<file path="config.mk">
export PLATFORM = sky130hd
export DESIGN_NAME = arbitro_or_rr
export DESIGN_NICKNAME = d
export VERILOG_FILES = /design/src/rtl/arb_pkg.sv /design/src/rtl/unidade_or_reg.sv /design/src/rtl/arbitro_or_rr.sv
export SDC_FILE = /design/constraint.sdc
export NUM_CORES = 1
export LEC_CHECK = 0
export ABC_CLOCK_PERIOD_IN_PS = 6750
export CAP_MARGIN = 40
export CORE_MARGIN = 2
export CORE_UTILIZATION = 48
export CTS_CLUSTER_DIAMETER = 30
export DETAILED_ROUTE_END_ITERATION = 8
export PLACE_DENSITY = 0.87
export SYNTH_ARGS = -nofsm -noshare
export SYNTH_HDL_FRONTEND = slang
export SYNTH_SLANG_ARGS = --single-unit
</file>
<file path="constraint.sdc">
create_clock -name clk -period 6.75 [get_ports clk]
set_clock_uncertainty 0.2 [all_clocks]
set_input_delay 1.35 -clock clk [delete_from_list [all_inputs] [get_ports clk]]
set_output_delay 1.35 -clock clk [all_outputs]
set_load 0.01 [all_outputs]
</file>
<file path="src/rtl/arb_pkg.sv">
// Shared definitions for the round-robin OR arbiter.
//
// Contents:
//   ST_IDLE / ST_CALC / ST_RESP : 2-bit sequencer state codes (2'b11 unused)
//   MAX_REQ / IDX_W             : upper bound on requesters and index width
//   onehot(idx)                 : MAX_REQ-bit one-hot vector for an index
//   rr_pick(req, ptr, n)        : first requester at or after ptr, wrapping
//                                 at n-1 -> 0
package arb_pkg;

    localparam int MAX_REQ = 8;
    localparam int IDX_W   = 3;

    typedef logic [1:0] state_t;

    localparam state_t ST_IDLE = 2'b00;
    localparam state_t ST_CALC = 2'b01;
    localparam state_t ST_RESP = 2'b10;

    function automatic logic [MAX_REQ-1:0] onehot(input logic [IDX_W-1:0] idx);
        logic [MAX_REQ-1:0] v;
        v      = '0;
        v[idx] = 1'b1;
        return v;
    endfunction

    // Circular priority search. req is zero-padded above n, so only the
    // first n offsets are examined. If nothing is requesting, ptr is
    // returned; callers only use the result when req is non-zero.
    function automatic logic [IDX_W-1:0] rr_pick(
        input logic [MAX_REQ-1:0] req,
        input logic [IDX_W-1:0]   ptr,
        input int                 n
    );
        logic [IDX_W-1:0] w;
        logic             found;
        int               j;
        w     = ptr;
        found = 1'b0;
        for (int k = 0; k < MAX_REQ; k++) begin
            j = int'(ptr) + k;
            if (j >= n) begin
                j = j - n;
            end
            if (k < n && !found && req[j[IDX_W-1:0]]) begin
                w     = j[IDX_W-1:0];
                found = 1'b1;
            end
        end
        return w;
    endfunction

endpackage

</file>
<file path="src/rtl/unidade_or_reg.sv">
// Shared WIDTH-bit OR unit with a registered output.
//
// Ports:
//   clk   : clock, rising edge
//   rst_n : asynchronous active-low reset, clears y
//   en    : load a|b into y on the next rising edge
//   a, b  : operands
//   y     : registered result, holds its value while en is low
module unidade_or_reg #(
    parameter int WIDTH = 8
) (
    input  logic             clk,
    input  logic             rst_n,
    input  logic             en,
    input  logic [WIDTH-1:0] a,
    input  logic [WIDTH-1:0] b,
    output logic [WIDTH-1:0] y
);

    logic [WIDTH-1:0] y_q;
    logic [WIDTH-1:0] y_d;

    always_comb begin
        y_d = y_q;
        if (en) begin
            y_d = a | b;
        end
    end

    always_ff @(posedge clk or negedge rst_n) begin
        if (!rst_n) begin
            y_q <= '0;
        end else begin
            y_q <= y_d;
        end
    end

    assign y = y_q;

endmodule

</file>
<file path="src/rtl/arbitro_or_rr.sv">
// Round-robin arbiter/sequencer in front of a single shared OR unit.
//
// Each transaction takes three cycles: IDLE (arbitrate and latch operands),
// CALC (shared unit registers a|b), RESP (valid pulse, advance pointer).
//
// Ports:
//   clk   : clock, rising edge
//   rst_n : asynchronous active-low reset
//   req   : per-requester request, sampled only in IDLE
//   op_a  : operand A, requester i at [i*WIDTH +: WIDTH]
//   op_b  : operand B, same packing
//   gnt   : one-hot grant, asserted in CALC and RESP
//   busy  : high whenever the sequencer is not in IDLE
//   valid : one-cycle pulse in RESP, y holds the granted requester's result
//   y     : result register, holds the last result between transactions
//
// Build option:
//   ARB_FIXED_PRIO_EN : when defined, the lowest requesting index always wins
//                       and the round-robin pointer stays at 0.
module arbitro_or_rr
    import arb_pkg::*;
#(
    parameter int N_REQ = 4,
    parameter int WIDTH = 8
) (
    input  logic                   clk,
    input  logic                   rst_n,
    input  logic [N_REQ-1:0]       req,
    input  logic [N_REQ*WIDTH-1:0] op_a,
    input  logic [N_REQ*WIDTH-1:0] op_b,
    output logic [N_REQ-1:0]       gnt,
    output logic                   busy,
    output logic                   valid,
    output logic [WIDTH-1:0]       y
);

    state_t           state_q, state_d;
    logic [IDX_W-1:0] ptr_q, ptr_d;
    logic [IDX_W-1:0] w_q, w_d;
    logic [WIDTH-1:0] a_q, a_d;
    logic [WIDTH-1:0] b_q, b_d;

    logic [WIDTH-1:0]   a_lane [N_REQ];
    logic [WIDTH-1:0]   b_lane [N_REQ];
    logic [MAX_REQ-1:0] req_ext;
    logic [IDX_W-1:0]   pick;
    logic [WIDTH-1:0]   a_sel;
    logic [WIDTH-1:0]   b_sel;
    logic               active;

    // Unpack the flat operand buses into per-requester lanes.
    for (genvar gi = 0; gi < N_REQ; gi++) begin : g_lane
        assign a_lane[gi] = op_a[gi*WIDTH +: WIDTH];
        assign b_lane[gi] = op_b[gi*WIDTH +: WIDTH];
    end

    // Winner selection and operand mux.
    always_comb begin
        req_ext            = '0;
        req_ext[N_REQ-1:0] = req;
`ifdef ARB_FIXED_PRIO_EN
        pick = rr_pick(req_ext, '0, N_REQ);
`else
        pick = rr_pick(req_ext, ptr_q, N_REQ);
`endif
        a_sel = '0;
        b_sel = '0;
        for (int i = 0; i < N_REQ; i++) begin
            if (pick == IDX_W'(i)) begin
                a_sel = a_lane[i];
                b_sel = b_lane[i];
            end
        end
    end

    // Next-state logic.
    always_comb begin
        state_d = state_q;
        ptr_d   = ptr_q;
        w_d     = w_q;
        a_d     = a_q;
        b_d     = b_q;
        case (state_q)
            ST_IDLE: begin
                if (|req) begin
                    w_d     = pick;
                    a_d     = a_sel;
                    b_d     = b_sel;
                    state_d = ST_CALC;
                end
            end
            ST_CALC: begin
                state_d = ST_RESP;
            end
            ST_RESP: begin
`ifdef ARB_FIXED_PRIO_EN
                ptr_d = '0;
`else
                // The winner just served drops to lowest priority.
                ptr_d = (w_q == IDX_W'(N_REQ - 1)) ? '0 : w_q + IDX_W'(1);
`endif
                state_d = ST_IDLE;
            end
            default: begin
                // Unused encoding 2'b11 falls back to IDLE.
                state_d = ST_IDLE;
            end
        endcase
    end

    always_ff @(posedge clk or negedge rst_n) begin
        if (!rst_n) begin
            state_q <= ST_IDLE;
            ptr_q   <= '0;
            w_q     <= '0;
            a_q     <= '0;
            b_q     <= '0;
        end else begin
            state_q <= state_d;
            ptr_q   <= ptr_d;
            w_q     <= w_d;
            a_q     <= a_d;
            b_q     <= b_d;
        end
    end

    // Single shared OR unit; it only loads while in CALC.
    unidade_or_reg #(
        .WIDTH (WIDTH)
    ) u_or (
        .clk   (clk),
        .rst_n (rst_n),
        .en    (state_q == ST_CALC),
        .a     (a_q),
        .b     (b_q),
        .y     (y)
    );

    assign active = (state_q == ST_CALC) || (state_q == ST_RESP);
    assign gnt    = active ? N_REQ'(onehot(w_q)) : '0;
    assign busy   = (state_q != ST_IDLE);
    assign valid  = (state_q == ST_RESP);

endmodule

</file>
==> flow_metrics.tcl, run 1 <==
set metrics [dict create \
    hold_viol 0 \
    yosysWarnings 0 \
    final_cell_mix "clkdlybuf4s50_1 (83), dfrtp_1 (32), a21oi_1 (27), nor2_1 (23), nand4_1 (18)" \
    synth_nets 318 \
    grt_pass1_vias 2241 \
    path_max_fanout 16 \
    min_period_over_period_pct 57.2 \
    power_density_nw_per_um2 484 \
    utilization_pct 70.9 \
    antenna_found_initial 0 \
    r2r_slack_ps 2930 \
    clock_sinks 32 \
    design.core.area_um2 4350 \
    num-fill-cells 326 \
    fp.dieW_um 71.1 \
    grt_usage_pct 28.5 \
    ios 84 \
    cp_data_required_time_ps 6740 \
    synth.largest_area_cell "dfrtp_1" \
    path_cells "clkdlybuf4s50_1, mux2i_1, o21ai_0, o221ai_1, o21a_1, a21oi_1, a31oi_1" \
    switching_power_uw 724 \
    critPathKind "primary input to register" \
    crit_arrival_ps 3860 \
    synth.distinct_cells 43 \
    final_cell_area_um2 3090 \
    cts_buffers 5 \
    ir_worst_vdd_uv 267 \
    cts_setup_buffers 0 \
    wl_per_cell_um 18.9 \
    tritoncts "done" \
    clk_pin_slew_worst_paths_ps 60 \
    cell_internal_pwr_uw 770 \
    nets 392 \
    max_freq_mhz 259 \
    cts.htree.levels 2 \
    pwr-share-comb_pct 65.4 \
    path_buf_inv 1 \
    startpoint_type "primary input" \
    remaining_drc_errors 0 \
    firstDrtPassIters 5 \
    syn_inst 241 \
    post_drt_via_cell_ratio 6.41 \
    swShare_pct 48.5 \
    critical-path-max-stage-delay_ps 600 \
    start_util_pct 49.7 \
    clkLatencyLatePin_ps 290 \
    p_leak_nw 1.15 \
    holdBufCountCts 0 \
    cpLargestDelayFamily "compound AO/OA/AOI/OAI gates" \
    synth_area_um2 2160 \
    antenna_left 0 \
    place.gp.congestion 0.877 \
    status "finished, final reports clean" \
    final_common_cell "clkdlybuf4s50_1" \
    power_mw 1.49 \
    rows 24 \
    grt_overflow 0 \
    yosysTopAreaCellShare_pct 37.0 \
    ys_ff_latch 32 \
    clockBufferDepth 2 \
    root_buffer "clkbuf_8" \
    fp.dieH_um 71.1 \
    end_kind "register" \
    period_minus_slack_ps 3860 \
    design.die.area_um2 5060 \
    p_clk_share_pct 10.3 \
    cts_resized 0 \
    power_frac_seq_pct 24.3 \
    synthArstFlopShare_pct 100 \
    vias 2359 \
    rsz0062_at_grt "false" \
    ys_top_cells_by_area "dfrtp_1 (37%), o32ai_1 (6.5%), a21oi_1 (6.2%)" \
    setup_viol 0 \
    hpwlAfterDp_mm 5.00 \
    wirelength_mm 6.97 \
    hold_path_class "register to register" \
    cap_violations 0 \
    io_buffers 83 \
    grt_max_degree 33 \
    drv_slew 0 \
    drive_gt1_share_pct 5.38 \
    antenna_cells 0 \
    placed_area_um2 3000 \
    synth_edf_count 0 \
    cp_slowest_cell "o21a_1" \
    drt_iter0_drc 311 \
    worstMarginPinSlew_ps 891 \
    avgSynthCellArea_um2 8.98 \
    slew_headroom_pct 40.6 \
    fin_tns_setup_ps 0 \
    grt_first_pass_wirelength_mm 11.2 \
    yosys_most_used_dff "dfrtp_1" \
    area_growth_pct 42.6 \
    ys_seq_area_share_pct 37.0 \
]
-- state kept, by name, summed over array words and instances, names as in the netlist --
name     count
a_q          8
b_q          8
ptr_q        3
state_q      2
u_or.y       8
w_q          3
-- final timing paths --
kind	startpoint	endpoint	depth (start not counted)
worst max-delay path	req[2]	b_q[3]	7
worst min register to register	u_or.y[1]	u_or.y[1]	2
worst max register to register	ptr_q[0]	a_q[5]	9
min in group asynchronous	rst_n	b_q[6]	2
worst min-delay path	u_or.y[1]	u_or.y[1]	2
max in group asynchronous	rst_n	ptr_q[0]	2
-- per-stage QoR --
stage               setup WS, ps  hold slack, ps  cells
floorplan                   3540             294    241
global placement            2490             306    357
detailed placement          2660             318    360
CTS                         2960             334    368
global route                2660             357    368
finish                      2890             329    368
-- power groups by stage --
| stage | Sequential, mW | Clock [mW] | Combinational (mW) |
|---|---|---|---|
| 2_1_floorplan | 0.339 | 0 | 0.746 |
| 4_1_cts | 0.361 | 0.156 | 0.966 |
| 3_5_place_dp | 0.365 | 0 | 0.960 |
| 6_report | 0.363 | 0.154 | 0.977 |
| 3_3_place_gp | 0.363 | 0 | 0.907 |
| 5_1_grt | 0.375 | 0.165 | 1.07 |
-- worst reg2reg max path: stages (launching register included) --
cell and delay [ps]:
dfrtp_1 610, clkinv_1 350, ha_1 590, mux2i_1 260
o21ai_0 190, a2111o_1 440, and4_1 390, buf_8 250
o32ai_1 330, a31oi_1 80
-- cells by family after synthesis --
kind of cell             after synthesis  synth area share (%)
AO/OA/AOI/OAI                         99                  31.3
AND/OR/NAND/NOR                       68                  15.7
adder cells (fa/ha/maj)                7                  4.05
buffers and inverters                 26                  6.82
flip-flops                            32                  37.0
multiplexers                           9                  5.03
-- Yosys cell counts, types with 2 or more instances --
library cell,count
dfrtp_1,32
buf_6,2
a21oi_1,27
o211ai_1,17
and3_1,2
a211o_1,2
buf_8,2
o32ai_1,16
buf_2,7
nand2b_1,2
clkbuf_1,8
ha_1,7
nand2_1,14
nand4_1,18
mux2i_1,6
nor2_1,23
o21ai_0,8
nor2b_1,3
o21ai_2,2
inv_1,5
a31oi_1,16
-- metal layers --
metal	vias up	GRT usage, %	wire [µm]
met1	1114	38.9	2950
met5	-	0	0
met4	0	9.43	216
met2	129	44.5	3230
li1	1091	-	-
met3	25	7.12	574
-- final cells by class --
type	count	area, µm²	share of cell area (%)
multi-input combinational	183	1210	39.4
timing repair buffer	87	892	28.9
sequential	32	801	26.0
clock buffer	8	90.1	2.92
tap	52	65.1	2.11
inverter	6	22.5	0.730
No activity file was read; power rests on OpenSTA's default activity.
==> inputs of run 2 (changes only) <==
--- a/config.mk
+++ b/config.mk
@@ -5,13 +5,13 @@
 export SDC_FILE = /design/constraint.sdc
 export NUM_CORES = 1
 export LEC_CHECK = 0
-export ABC_CLOCK_PERIOD_IN_PS = 6750
+export ABC_CLOCK_PERIOD_IN_PS = 3100
 export CAP_MARGIN = 40
 export CORE_MARGIN = 2
-export CORE_UTILIZATION = 48
+export CORE_UTILIZATION = 40
 export CTS_CLUSTER_DIAMETER = 30
 export DETAILED_ROUTE_END_ITERATION = 8
-export PLACE_DENSITY = 0.87
+export PLACE_DENSITY = 0.77
 export SYNTH_ARGS = -nofsm -noshare
 export SYNTH_HDL_FRONTEND = slang
 export SYNTH_SLANG_ARGS = --single-unit
==> constraint.sdc (replaced) <==
create_clock -name clk -period 3.1 [get_ports clk]
set_clock_uncertainty 0.2 [all_clocks]
set_input_delay 0.62 -clock clk [delete_from_list [all_inputs] [get_ports clk]]
set_output_delay 0.62 -clock clk [all_outputs]
set_load 0.01 [all_outputs]
==> run 2 against run 1 <==
First-iteration DRC count is 15% lower. Flip-flop and latch count stayed put. Power is 130% higher. Critical path depth is 2 higher. Highest routed layer unchanged. Clock power is 110% higher. Global-route usage is 5.6 points lower. Largest power group unchanged. Setup slack worse by 2700 ps. Cell area is 4.4% higher. Register-to-register slack worse by 2800 ps. Utilization is 8.6 points lower.
==> flow_metrics.tcl, run 2 (synthesis gave the netlist of run 1 again) <==
set metrics [dict create \
    r2r_slack_ps 170 \
    antenna_cells 0 \
    drv_slew 0 \
    status "finished, final reports clean" \
    design.die.area_um2 6010 \
    antenna_left 0 \
    placed_area_um2 3140 \
    clk_pin_slew_worst_paths_ps 70 \
    end_kind "register" \
    path_cells "clkinv_1, ha_1, mux2i_1, nand2_1, a2111o_1, and4_1, buf_12, o32ai_1, a31oi_1" \
    worst_slack_ps 173 \
    hold_viol 0 \
    clkLatencyLatePin_ps 290 \
    io_buffers 83 \
    drt_iter0_drc 263 \
    post_drt_via_cell_ratio 6.12 \
    max_freq_mhz 342 \
    start_util_pct 41.8 \
    vias 2429 \
    rsz0062_at_grt "false" \
    period_minus_slack_ps 2930 \
    remaining_drc_errors 0 \
    nets 404 \
    cp_slowest_cell "ha_1" \
    worstMarginPinSlew_ps 524 \
    startpoint_type "register" \
    num-fill-cells 434 \
    grt_pass1_vias 2225 \
    regArea_um2 801 \
    grt_first_pass_wirelength_mm 11.0 \
    dp_worst_setup_slack_ps -52.4 \
    clock_sinks 32 \
    met3_usage_pct 4.88 \
    wl_per_cell_um 18.0 \
    hold_ws_ps 327 \
    tritoncts "done" \
    rows 26 \
    final_cell_area_um2 3220 \
    hold_path_class "register to register" \
    cp_data_required_time_ps 3070 \
    hpwlAfterDp_mm 5.00 \
    crit_arrival_ps 2890 \
    grt_usage_pct 22.9 \
    fp.dieW_um 77.5 \
    area_growth_pct 48.9 \
    ir_worst_vdd_uv 594 \
    cts_setup_buffers 0 \
    grt-busiest-layer "met2" \
    rr_endpoint "a_q[0]" \
    setup_viol 0 \
    cts_buffers 5 \
    rr_worst_depth 9 \
    min_period_over_period_pct 94.4 \
    power_density_nw_per_um2 1090 \
    place_inst 390 \
    design.core.area_um2 5170 \
    met1_usage_pct 32.0 \
    cts_resized 0 \
    stdcell_count 397 \
    ios 84 \
    antenna_found_initial 0 \
    cts.htree.levels 2 \
    cp-endpoint "a_q[0]" \
    place.gp.congestion 0.833 \
    final_common_cell "clkdlybuf4s50_1" \
    min_delay_path_depth 2 \
    r2r_start "ptr_q[0]" \
    firstDrtPassIters 5 \
    p_leak_nw 1.22 \
    startpoint "ptr_q[0]" \
    path_max_fanout 33 \
    slew_headroom_pct 65.1 \
    critical-path-max-stage-delay_ps 470 \
    fp.dieH_um 77.5 \
    grt_overflow 0 \
    final_cell_mix "clkdlybuf4s50_1 (83), dfrtp_1 (32), a21oi_1 (27), nor2_1 (23), nand4_1 (18)" \
    root_buffer "clkbuf_8" \
    clockBufferDepth 2 \
    grtUsageMet2_pct 35.7 \
    wirelength_mm 7.13 \
    cap_violations 0 \
    drive_gt1_share_pct 9.17 \
    grt_max_degree 34 \
    multi_input_area_um2 1210 \
    holdBufCountCts 0 \
    critPathKind "register to register" \
]
[run 2: metrics by stage]
stage	power, mW	util, %	setup TNS, ps
finish	3.51	62.3	0
global route	3.76	62.3	0
CTS	3.49	62.3	0
detailed placement	3.16	60.7	-256
global placement	3.10	60.7	0
floorplan	2.36	-	0
[run 2: area by class of cell]
cell class                      count  share of cell area (%)
Clock buffer                        5                    2.14
Clock inverter                      2                   0.389
Inverter                            6                   0.699
Multi-Input combinational cell    183                    37.7
Sequential cell                    32                    24.9
Tap cell                           70                    2.72
Timing Repair Buffer               99                    31.5
[run 2: layer usage]
metal  wire length, µm  share of wire [%]
met4               155                2.2
met1              2990                 42
met5                 0                  0
met3               613                8.6
met2              3370                 47
[run 2: how the worst min path moves through the flow]
stage | slack, ps | from | to
floorplan | 120 | rst_n | a_q[0]
finish | 330 | u_or.y[3] | u_or.y[3]
CTS | 340 | u_or.y[3] | u_or.y[3]
global placement | 300 | u_or.y[0] | u_or.y[0]
detailed placement | 320 | u_or.y[3] | u_or.y[3]
global route | 360 | u_or.y[4] | u_or.y[4]
[run 2: power by group]
group	internal [mW]	total, mW	leakage [nW]	switching [mW]
clock network	0.152	0.317	0.0400	0.165
registers	0.620	0.754	0.357	0.134
logic	1.10	2.44	0.820	1.33
[run 2: worst max-delay path: cells and delay by family (launching register included)]
family / cells / cell delay [ps]
flip-flops: 1 / 350
AO/OA/AOI/OAI: 3 / 850
adder cells (fa/ha/maj): 1 / 470
AND/OR/NAND/NOR: 2 / 380
buffers and inverters: 2 / 250
multiplexers: 1 / 290
